### src/rtl/multicycle_sequencer_pkg.sv
// Shared state encodings, trap causes and decoder control bundle
// for the multicycle sequencer.
package multicycle_sequencer_pkg;

    localparam logic [2:0] ST_IDLE   = 3'd0;
    localparam logic [2:0] ST_FETCH  = 3'd1;
    localparam logic [2:0] ST_DECODE = 3'd2;
    localparam logic [2:0] ST_EXEC   = 3'd3;
    localparam logic [2:0] ST_MEM    = 3'd4;
    localparam logic [2:0] ST_WB     = 3'd5;
    localparam logic [2:0] ST_TRAP   = 3'd6;

    localparam logic [1:0] CAUSE_NONE    = 2'b00;
    localparam logic [1:0] CAUSE_ILLEGAL = 2'b01;
    localparam logic [1:0] CAUSE_IMEM    = 2'b10;
    localparam logic [1:0] CAUSE_DMEM    = 2'b11;

    typedef struct packed {
        logic mem_w;
        logic reg_w;
        logic mem2reg;
        logic bra;
        logic jmp;
    } ctrl_t;

    function automatic logic needs_mem(ctrl_t c);
        return c.mem_w | c.mem2reg;
    endfunction

endpackage

### src/rtl/multicycle_sequencer_bus_timer.sv
// Bus wait counter: counts stalled request cycles and flags the
// last permitted cycle before a timeout trap.
module multicycle_sequencer_bus_timer #(
    parameter int unsigned LIMIT = 15
) (
    input  logic i_clk,
    input  logic i_rstn,
    input  logic i_clr,
    input  logic i_en,
    output logic o_expired
);

    localparam logic [7:0] LAST = 8'(LIMIT - 1);

    logic [7:0] cnt_q;
    logic [7:0] cnt_d;

    always_comb begin
        cnt_d = cnt_q;
        if (i_clr) begin
            cnt_d = '0;
        end else if (i_en) begin
            cnt_d = cnt_q + 8'd1;
        end
    end

    always_ff @(posedge i_clk or negedge i_rstn) begin
        if (!i_rstn) begin
            cnt_q <= '0;
        end else begin
            cnt_q <= cnt_d;
        end
    end

    assign o_expired = (cnt_q == LAST);

endmodule

### src/rtl/multicycle_sequencer.sv
// Multicycle instruction sequencer: fetch/decode/exec/mem/wb FSM
// with bus timeouts, trap handling and a retired-instruction counter.
module multicycle_sequencer
    import multicycle_sequencer_pkg::*;
#(
    parameter int unsigned TIMEOUT = 15
) (
    input  logic        i_clk,
    input  logic        i_rstn,
    input  logic        i_run,
    input  logic        i_trap_clr,
    input  logic        i_ctrl_valid,
    input  logic        i_mem_w,
    input  logic        i_reg_w,
    input  logic        i_mem2reg,
    input  logic        i_bra,
    input  logic        i_jmp,
    input  logic        i_br_taken,
    output logic        o_imem_req,
    input  logic        i_imem_ack,
    output logic        o_dmem_req,
    output logic        o_dmem_we,
    input  logic        i_dmem_ack,
    output logic        o_ir_we,
    output logic        o_mdr_we,
    output logic        o_rf_we,
    output logic        o_pc_we,
    output logic        o_pc_sel_tgt,
    output logic        o_trap,
    output logic [1:0]  o_trap_cause,
    output logic [31:0] o_instret,
    output logic [2:0]  o_state
);

    logic [2:0]  state_q, state_d;
    logic [1:0]  cause_q, cause_d;
    logic [31:0] instret_q, instret_d;
    logic        retire;
    logic        expired;
    logic        tmr_clr;
    logic        tmr_en;
    ctrl_t       ctrl;

    assign ctrl = '{mem_w: i_mem_w, reg_w: i_reg_w, mem2reg: i_mem2reg,
                    bra: i_bra, jmp: i_jmp};

    always_comb begin
        state_d      = state_q;
        cause_d      = cause_q;
        retire       = 1'b0;
        o_imem_req   = 1'b0;
        o_ir_we      = 1'b0;
        o_dmem_req   = 1'b0;
        o_dmem_we    = 1'b0;
        o_mdr_we     = 1'b0;
        o_rf_we      = 1'b0;
        o_pc_we      = 1'b0;
        o_pc_sel_tgt = 1'b0;
        o_trap       = 1'b0;
        unique case (state_q)
            ST_IDLE: begin
                if (i_run) state_d = ST_FETCH;
            end
            ST_FETCH: begin
                o_imem_req = 1'b1;
                if (i_imem_ack) begin
                    o_ir_we = 1'b1;
                    state_d = ST_DECODE;
                end else if (expired) begin
                    state_d = ST_TRAP;
                    cause_d = CAUSE_IMEM;
                end
            end
            ST_DECODE: begin
                if (!i_ctrl_valid) begin
                    state_d = ST_TRAP;
                    cause_d = CAUSE_ILLEGAL;
                end else begin
                    state_d = ST_EXEC;
                end
            end
            ST_EXEC: begin
                if (needs_mem(ctrl)) state_d = ST_MEM;
                else if (ctrl.reg_w) state_d = ST_WB;
                else retire = 1'b1;
            end
            ST_MEM: begin
                o_dmem_req = 1'b1;
                o_dmem_we  = ctrl.mem_w;
                if (i_dmem_ack) begin
                    if (ctrl.mem2reg) begin
                        o_mdr_we = 1'b1;
                        state_d  = ST_WB;
                    end else begin
                        retire = 1'b1;
                    end
                end else if (expired) begin
                    state_d = ST_TRAP;
                    cause_d = CAUSE_DMEM;
                end
            end
            ST_WB: begin
                o_rf_we = 1'b1;
                retire  = 1'b1;
            end
            ST_TRAP: begin
                o_trap = 1'b1;
                if (i_trap_clr) begin
                    cause_d = CAUSE_NONE;
                    state_d = ST_IDLE;
                end
            end
            default: state_d = ST_IDLE;
        endcase
        // Retire overrides the per-state next state and redirects the PC.
        if (retire) begin
            o_pc_we      = 1'b1;
            o_pc_sel_tgt = ctrl.jmp | (ctrl.bra & i_br_taken);
            state_d      = i_run ? ST_FETCH : ST_IDLE;
        end
    end

    assign instret_d = instret_q + {31'd0, retire};

    assign tmr_clr = (state_d != state_q);
    assign tmr_en  = ((state_q == ST_FETCH) & ~i_imem_ack)
                   | ((state_q == ST_MEM) & ~i_dmem_ack);

    multicycle_sequencer_bus_timer #(
        .LIMIT(TIMEOUT)
    ) u_bus_timer (
        .i_clk    (i_clk),
        .i_rstn   (i_rstn),
        .i_clr    (tmr_clr),
        .i_en     (tmr_en),
        .o_expired(expired)
    );

    always_ff @(posedge i_clk or negedge i_rstn) begin
        if (!i_rstn) begin
            state_q   <= ST_IDLE;
            cause_q   <= CAUSE_NONE;
            instret_q <= '0;
        end else begin
            state_q   <= state_d;
            cause_q   <= cause_d;
            instret_q <= instret_d;
        end
    end

    assign o_trap_cause = cause_q;
    assign o_instret    = instret_q;
    assign o_state      = state_q;

endmodule
### config.mk
export PLATFORM = sky130hd
export DESIGN_NAME = multicycle_sequencer
export DESIGN_NICKNAME = d
export VERILOG_FILES = /design/src/rtl/multicycle_sequencer_pkg.sv /design/src/rtl/multicycle_sequencer_bus_timer.sv /design/src/rtl/multicycle_sequencer.sv
export SDC_FILE = /design/constraint.sdc
export NUM_CORES = 1
export LEC_CHECK = 0
export CAP_MARGIN = 30
export CORE_ASPECT_RATIO = 1.2
export CORE_MARGIN = 2
export CORE_UTILIZATION = 51
export DETAILED_ROUTE_END_ITERATION = 8
export DONT_BUFFER_PORTS = 1
export GPL_TIMING_DRIVEN = 0
export PLACE_DENSITY = 0.66
export SETUP_SLACK_MARGIN = 0.15
export SYNTH_ARGS = -nofsm -noshare
export SYNTH_HDL_FRONTEND = slang
export SYNTH_SLANG_ARGS = --single-unit
### constraint.sdc
create_clock -name i_clk -period 4 [get_ports i_clk]
set_clock_uncertainty 0.15 [all_clocks]
set_input_delay 0.8 -clock i_clk [delete_from_list [all_inputs] [get_ports i_clk]]
set_output_delay 0.8 -clock i_clk [all_outputs]
set_load 0.1 [all_outputs]
==> results list, run 1 <==
* Min-delay worst type: in -> async
- The post-route netlist has 21.40% of its cells at a drive strength greater than 1.
- Residual DRC: 0
* Final number of setup-violating endpoints: 0
- In this run, synthesis produced a sequential element count of 45.
- Global-route total usage across every layer: 21.43%
* Setup repair after global routing missed its margin: false
- Via count of the first global-routing pass: 1855
- Setup crit end kind: output pin
- Maximum level of the CTS H-tree: 2
- In the final design database the tool counted 274 nets.
* Total I/O pin count: 59
* Height of the chip: 80.56 um
- Area share of the largest cell type after synthesis: 45.20%
- The detailed router placed 1831 vias in this run.
- Via-to-Cell Ratio: 5.813
* Clock slew seen by the registers of the worst setup and hold paths: 80 ps
- Overall power consumption: 0.002007 W
- CP max FO: 10
* CTS sink count: 45
- Global-route wire length before repair: 8.666 mm
* Initial Util: 53.44%
- Of the total synthesized cell area, the portion taken by XOR and XNOR cells is 13.01%.
* Compound-gate portion of the synthesized area: 10.70%
* Count of unique library cells instantiated by Yosys: 55
- Timing analysis after detailed placement gives a worst setup slack of 793.0 ps.
- Cells after synthesis: 240
- WP data arrival: 2570 ps
- In this run the tightest slew margin relative to its limit is 31.98%.
- The flow ran to the end, and the final reports show no timing, DRC or antenna violations.
- TritonCTS built the clock tree.
- Final Hold Violating Endpoints: 0
* Transition at the pin with the smallest max-transition slack: 1020 ps
- In the synthesized netlist the async set-or-reset flop fraction comes to 100.0%.
* Register area share after synthesis: 45.20%
* Achievable clock frequency: 284.1 MHz
- Critical path start-end classification: reg -> out
- The clock reaches the later pin of the worst-skew pair after 290 ps.
* Largest vdd supply drop: 0.4813 mV
- Post-Route Utilization: 64.71%
- First-pass iteration count of the detailed router: 4
- Post-CTS Setup Inserts: 0
- The detailed router finished its first iteration with 108 violations.
- CTS Hold Buffers Added: 0
* Buffers on Ports: 0
* Post-route antenna net violation count: 0
- The cell sitting at the root of the clock tree is a sky130_fd_sc_hd__clkbuf_8.
- After detailed placement, the total cell area comes to 0.002775 mm2.
- After synthesis, the largest family of logic cells by area is simple AND/OR/NAND/NOR gates.
* Cell area after layout: 0.003017 mm2
- Congestion Overflow GR: 0
- From left edge to right edge, the die measures 67.80 um.
- Synthesized Nets: 257
* Antenna violations before repair: 0
- The repair_antennas step left the layout with diodes totalling 0.
- The wire-length estimate of the detail-placed layout is 3.770 mm.
* Flip-flop cell with the highest count after synthesis: sky130_fd_sc_hd__dfrtp_1
- Average detailed-routed wire length per instance: 16.73 um
* Deepest clock path buffer count: 2
- Post-layout worst setup margin: 479.9 ps
- Final estimated routing congestion in global placement: 0.7833
- Of the post-synthesis cell area, the part taken by muxes is 1.457%.
- Cell accounting for the most synthesized area: sky130_fd_sc_hd__dfrtp_1
* Combined area of all synthesized cells: 0.002491 mm2
- The synthesized netlist devotes 24.31% of its cell area to simple gates.
* Final routed wirelength across all metal layers: 5.271 mm
- The max-slew violation count is 0.
* Total leakage power: 1.301 nW
- Period Utilization, post-route: 88.00%
- The clock period could shrink to 3520 ps.
* Synth Area per Inst: 10.38 um2
* Adder-cell area share of the yosys netlist: 2.009%
- At the worst endpoint, the required time is 3050 ps.
* Pwr dens: 665.3 mW/mm2
- Post-CTS sizing: 0
* Area of the core: 0.004662 mm2
* Largest net degree at the start of global routing: 46
- Crit path launch type: register
* Max-cap violations: 0
* Layout area overhead: 21.09%
- Yosys mapped a number of flops with a built-in enable equal to 0.
* Die Outline Area: 0.005462 mm2
- Counting the buffers created by CTS gives 5.
- FP Rows: 27
- During synthesis, Yosys emitted a total of 0 warnings.
* Area contributors post-synth: sky130_fd_sc_hd__dfrtp_1, sky130_fd_sc_hd__xnor2_1, sky130_fd_sc_hd__xor2_1
state kept, by name (all words and copies together), names as in the netlist:
name / cells
o_instret: 32
u_bus_timer.cnt_q: 8
o_state: 3
o_trap_cause: 2
where the power goes:
| part | leakage (nW) | internal [W] | switching [W] |
|---|---|---|---|
| registers | 0.607 | 0.000510 | 0.000336 |
| logic | 0.640 | 0.000285 | 0.000545 |
| clock network | 0.0540 | 0.000182 | 0.000150 |
synthesized netlist by cell type, types with 2 or more instances:
cell,count
sky130_fd_sc_hd__nand2_1,17
sky130_fd_sc_hd__or3b_1,2
sky130_fd_sc_hd__nor2b_1,4
sky130_fd_sc_hd__buf_4,2
sky130_fd_sc_hd__nand3_1,18
sky130_fd_sc_hd__nor3_1,2
sky130_fd_sc_hd__ha_1,4
sky130_fd_sc_hd__inv_1,7
sky130_fd_sc_hd__o22ai_1,2
sky130_fd_sc_hd__o21ai_0,5
sky130_fd_sc_hd__xnor2_1,26
sky130_fd_sc_hd__dfrtp_1,45
sky130_fd_sc_hd__nand2b_1,2
sky130_fd_sc_hd__and2_1,7
sky130_fd_sc_hd__xor2_1,11
sky130_fd_sc_hd__nand4_1,8
sky130_fd_sc_hd__buf_6,2
sky130_fd_sc_hd__a21oi_1,7
sky130_fd_sc_hd__nor2_1,17
sky130_fd_sc_hd__and3_1,10
sky130_fd_sc_hd__buf_2,2
sky130_fd_sc_hd__and4_1,7
routing by layer:
layer,vias up,track usage [%],routed length (um)
li1,878,-,-
met1,898,26.32,2236
met2,47,34.71,2616
met3,8,6.723,321
met4,0,8.400,97
met5,-,0,0
placed cells by master, fill, tap and decap left out, types with 3 or more instances in the layout:
cell type,netlist,final
sky130_fd_sc_hd__a21oi_1,7,7
sky130_fd_sc_hd__and2_1,7,6
sky130_fd_sc_hd__and3_1,10,9
sky130_fd_sc_hd__and4_1,7,6
sky130_fd_sc_hd__buf_16,0,6
sky130_fd_sc_hd__buf_6,2,4
sky130_fd_sc_hd__buf_8,0,3
sky130_fd_sc_hd__clkbuf_8,0,6
sky130_fd_sc_hd__dfrtp_1,45,42
sky130_fd_sc_hd__dfrtp_4,0,3
sky130_fd_sc_hd__inv_1,7,7
sky130_fd_sc_hd__nand2_1,17,15
sky130_fd_sc_hd__nand3_1,18,13
sky130_fd_sc_hd__nand3_2,0,5
sky130_fd_sc_hd__nand4_1,8,8
sky130_fd_sc_hd__nor2_1,17,15
sky130_fd_sc_hd__nor2b_1,4,4
sky130_fd_sc_hd__o21ai_0,5,5
sky130_fd_sc_hd__xnor2_1,26,26
sky130_fd_sc_hd__xor2_1,11,11
worst max-delay path, stage by stage (launching register included):
cell	delay, ps
sky130_fd_sc_hd__dfrtp_4	630
sky130_fd_sc_hd__buf_6	200
sky130_fd_sc_hd__buf_4	200
sky130_fd_sc_hd__nand3b_1	160
sky130_fd_sc_hd__o41ai_4	430
sky130_fd_sc_hd__inv_1	130
sky130_fd_sc_hd__nor2_4	520
through the flow:
stage               std cells  hold WS, ps  setup TNS [ps]
CTS                       310        29.60               0
detailed placement        303        355.8               0
floorplan                 240        346.0          -35.77
finish                    315        40.49               0
global placement          298        355.5           -1392
global route              315        18.03               0
area by class of cell:
type	instances	area, um2
buffer	7	73.82
clock buffer	5	68.82
clock inverter	2	35.03
fill	370	1645
inverter	8	31.28
multi-input combinational	180	1384
sequential	45	1137
tap	58	72.57
timing repair buffer	10	214.0
final timing paths:
path	to	startpoint	slack (ps)	depth (start not counted)
setup / recovery	o_pc_sel_tgt	o_state[1]$_DFF_PN0_	480	6
hold / removal	o_state[1]$_DFF_PN0_	i_rstn	40	0
setup reg to reg	o_instret[16]$_DFF_PN0_	o_state[1]$_DFF_PN0_	810	11
hold reg to reg	u_bus_timer.cnt_q[7]$_DFFE_PN0P_	u_bus_timer.cnt_q[7]$_DFFE_PN0P_	400	2
max in group asynchronous	o_state[0]$_DFF_PN0_	i_rstn	3570	0
min in group i_clk	u_bus_timer.cnt_q[7]$_DFFE_PN0P_	u_bus_timer.cnt_q[7]$_DFFE_PN0P_	400	2
logic make-up after synthesis:
family,Yosys count
compound gates,30
xor+xnor,37
fa+ha+maj,4
buf+inv,15
flops,45
mux,3
simple gates,106
(Power assumes the default switching activity.)
==> inputs of run 2 (changes only) <==
--- a/config.mk
+++ b/config.mk
@@ -11,7 +11,7 @@
 export CORE_UTILIZATION = 51
 export DETAILED_ROUTE_END_ITERATION = 8
 export DONT_BUFFER_PORTS = 1
-export GPL_TIMING_DRIVEN = 0
+export GPL_TIMING_DRIVEN = 1
 export PLACE_DENSITY = 0.66
 export SETUP_SLACK_MARGIN = 0.15
 export SYNTH_ARGS = -nofsm -noshare
==> constraint.sdc (replaced) <==
create_clock -name i_clk -period 4.05 [get_ports i_clk]
set_clock_uncertainty 0.15 [all_clocks]
set_input_delay 0.81 -clock i_clk [delete_from_list [all_inputs] [get_ports i_clk]]
set_output_delay 0.81 -clock i_clk [all_outputs]
set_load 0.1 [all_outputs]
==> run 2 against run 1 <==
Die area is the same. Power shrank 5.9%. Non-clock buffer count grew 10. Utilization shrank 1.9 points. Worst setup slack gained 270 ps. Clock-buffer cell count grew 2. Combinational power grew 4.0%. Sequential share of layout area grew 1.2 points. Cell count grew 3.5%. Critical path type unchanged. Critical endpoint unchanged.
==> results list, run 2 (synthesized netlist as in run 1, its figures left out) <==
- The count of nets left with antenna violations after detail routing came to 0 (unchanged).
* Area of the core: 0.004662 mm2 (unchanged)
- Final critical-path required period: 3301 ps
* Vias after detailed routing: 1858 (was 1831)
- Sum of net half-perimeters after detailed placement: 3.620 mm (was 3.770 mm)
- Final number of setup-violating endpoints: 0 (unchanged)
- The height of the die is 80.56 um (unchanged).
- CTS tree: done (unchanged)
- Post-CTS Setup Inserts: 0 (unchanged)
- First-pass iteration count of the detailed router: 4 (unchanged)
* Pwr dens: 645.2 mW/mm2 (was 665.3 mW/mm2)
- Total Negative Setup Slacks: 0 ps (unchanged)
- The static leakage was 1.302 nW (was 1.301 nW).
- Clock group share of total power: 14.3% (was 16.5%)
- The cell count along the critical path was 4 (was 6).
- The critical path data required time was 3090 ps (was 3050 ps).
- The via density per instance was 5.699 (was 5.813).
* Top library cells by usage in the layout, fill and taps aside: sky130_fd_sc_hd__dfrtp_1, sky130_fd_sc_hd__xnor2_1, sky130_fd_sc_hd__buf_4 (was sky130_fd_sc_hd__dfrtp_1, sky130_fd_sc_hd__xnor2_1, sky130_fd_sc_hd__nor2_1, sky130_fd_sc_hd__nand2_1, sky130_fd_sc_hd__nand3_1)
* Antenna violations before repair: 0 (unchanged)
- The relative max-transition margin came to 32.69% (was 31.98%).
- Ordered list of cells on the worst path: nand3b_1, o41ai_4, inv_1, nor2_4 (was buf_6, buf_4, nand3b_1, o41ai_4, inv_1, nor2_4).
* Max-cap violations: 0 (unchanged)
- The worst-case vdd ir drop was 0.4381 mV (was 0.4813 mV).
- Largest stage delay on the critical path: 770 ps (was 630 ps)
- The highest-delay cell along the critical path is sky130_fd_sc_hd__dfrtp_4 (unchanged).
- Deepest clock path buffer count: 2 (unchanged)
- Worst-case register-to-register setup slack: 1100 ps (was 810 ps)
- The die area is 0.005462 mm2 (unchanged).
* Final Hold Violating Endpoints: 0 (unchanged)
* Overall die width: 67.80 um (unchanged)
- The final routed wire length divided by cell count was 15.52 um (was 16.73 um).
- Inserted Clock Buffers: 5 (unchanged)
* Total I/O pin count: 59 (unchanged)
* Transition at the pin with the smallest max-transition slack: 1010 ps (was 1020 ps)
- The final critical path takes up 81.52% of the cycle.
* Diodes inserted: 0 (unchanged)
* Beginning of the critical path: o_state[1]$_DFF_PN0_ (unchanged)
- Flip-flop count of the largest register, all copies and words added: 32 (unchanged)
- Proportion of layout cells with a drive suffix above 1: 23.51% (was 21.40%)
* Setup repair after global routing missed its margin: false (unchanged)
- The largest net degree at the start of global routing is 46 (unchanged).
- Final net count: 284 (was 274)
- The detailed router's first-iteration violation count is 125 (was 108).
- Residual DRC: 0 (unchanged)
* Switch Pwr: 0.001009 W (was 0.001030 W)
* Critical R2R Capture: o_instret[25]$_DFF_PN0_ (was o_instret[16]$_DFF_PN0_)
* Achievable clock frequency: 302.9 MHz
* Number of buffer and inverter stages on the critical path: 1 (was 3)
- CTS sink count: 45 (unchanged)
- Global-route wire length before repair: 8.445 mm (was 8.666 mm)
- Crit path launch type: register (unchanged)
- The post-synthesis to final-layout area growth was 17.48% (was 21.09%).
- Global-route total usage across every layer: 20.34% (was 21.43%)
* WP data arrival: 2340 ps (was 2570 ps)
- The type of the worst min-delay path was in -> async (unchanged).
- The worst reg2reg path depth is 8 (was 11).
- The kind of capture point of the worst setup path was an output pin (unchanged).
- Leading cell type in the layout, fill and taps excluded: sky130_fd_sc_hd__dfrtp_1 (unchanged)
* Maximum level of the CTS H-tree: 2 (unchanged)
* Buffers on Ports: 0 (unchanged)
- The worst setup margin was 748.6 ps (was 479.9 ps).
- The combinational share of power was 45.7% (was 41.4%).
* Setup Slack @ Placement: 1079 ps (was 793.0 ps)
* Overall power consumption: 0.001888 W (was 0.002007 W)
- The last weighted congestion value of the routability-driven placer came to 0.7946 (was 0.7833).
- CP max FO: 21 (was 10)
- The part of the power in registers came to 40.0% (was 42.1%).
* Status: finished clean (unchanged)
- The clock tree root driver cell was sky130_fd_sc_hd__clkbuf_8 (unchanged).
* Critical Path End: o_pc_sel_tgt (unchanged)
- Cell internal power dissipation: 0.0008793 W (was 0.0009768 W)
- The aggregate routed wire length is 5.060 mm (was 5.271 mm).
* Largest delay contributor family on the critical path: flip-flops (was simple AND/OR/NAND/NOR gates)
- The switching portion of total power came to 53.43% (was 51.33%).
- Via count of the first global-routing pass: 1874 (was 1855)
* FP Rows: 27 (unchanged)
- The post-cts hold buffer count came to 0 (unchanged).
* Start of the worst register-to-register path: o_state[1]$_DFF_PN0_ (unchanged)
- Clock slew seen by the registers of the worst setup and hold paths: 80 ps (about the same)
- Post-CTS sizing: 0 (unchanged)
* Congestion Overflow GR: 0 (unchanged)
* Insertion delay of the later-clocked pin in the worst-skew pair: 290 ps (about the same)
- Critical path start-end classification: reg -> out (unchanged)
- Initial Util: 53.44% (unchanged)
* Final max-slew violation count: 0 (unchanged)
## run 2: per-layer routing
layer	GRT usage [%]	routed length [um]	vias up
met1	26.27	2199	898
met3	5.602	288	7
li1	-	-	901
met5	0	0	-
met2	33.24	2499	52
met4	5.600	72	0
## run 2: power by group through the flow
| stage | Clock (W) | Combinational [W] | Sequential, W |
|---|---|---|---|
| global placement | 0 | 0.000782 | 0.000796 |
| finish | 0.000271 | 0.000863 | 0.000755 |
| detailed placement | 0 | 0.000790 | 0.000801 |
| floorplan | 0 | 0.000613 | 0.000868 |
| CTS | 0.000278 | 0.000794 | 0.000791 |
| global route | 0.000298 | 0.000907 | 0.000768 |
## run 2: through the flow
step	instances	area, um2	hold WS [ps]	utilization [%]
floorplan	240	2606	346.0	-
global placement	317	2815	366.0	60.39
detailed placement	317	2815	366.4	60.39
CTS	325	2899	43.19	62.18
global route	326	2927	29.66	62.78
finish	326	2927	53.45	62.78
## run 2: worst register-to-register path: cells and delay by family (launching register included)
| family | cells | cell delay, ps |
|---|---|---|
| and+or+nand+nor | 5 | 1080 |
| DFF | 1 | 770 |
| AOI/OAI and AO/OA | 1 | 380 |
| xor gates and xnor gates | 1 | 160 |
| adders and majority gates | 1 | 320 |
## run 2: final cells by class
cell class | instances | area [um2]
clock buffers | 7 | 76.32
clock inverters | 1 | 7.507
fillers | 392 | 1735
inverters | 8 | 31.28
multi-input cells | 180 | 1379
flip-flops and latches | 45 | 1137
well taps | 58 | 72.57
repair buffers | 27 | 222.7
## run 2: worst min-delay path by stage
stage | start | to | slack, ps
final | i_rstn | o_state[1]$_DFF_PN0_ | 50
after global routing | i_rstn | o_trap_cause[0]$_DFFE_PN0P_ | 30
after CTS | i_rstn | o_instret[2]$_DFF_PN0_ | 40
after detailed placement | i_rstn | o_state[1]$_DFF_PN0_ | 370
after global placement | i_rstn | o_instret[4]$_DFF_PN0_ | 370
after floorplan | u_bus_timer.cnt_q[7]$_DFFE_PN0P_ | u_bus_timer.cnt_q[7]$_DFFE_PN0P_ | 350
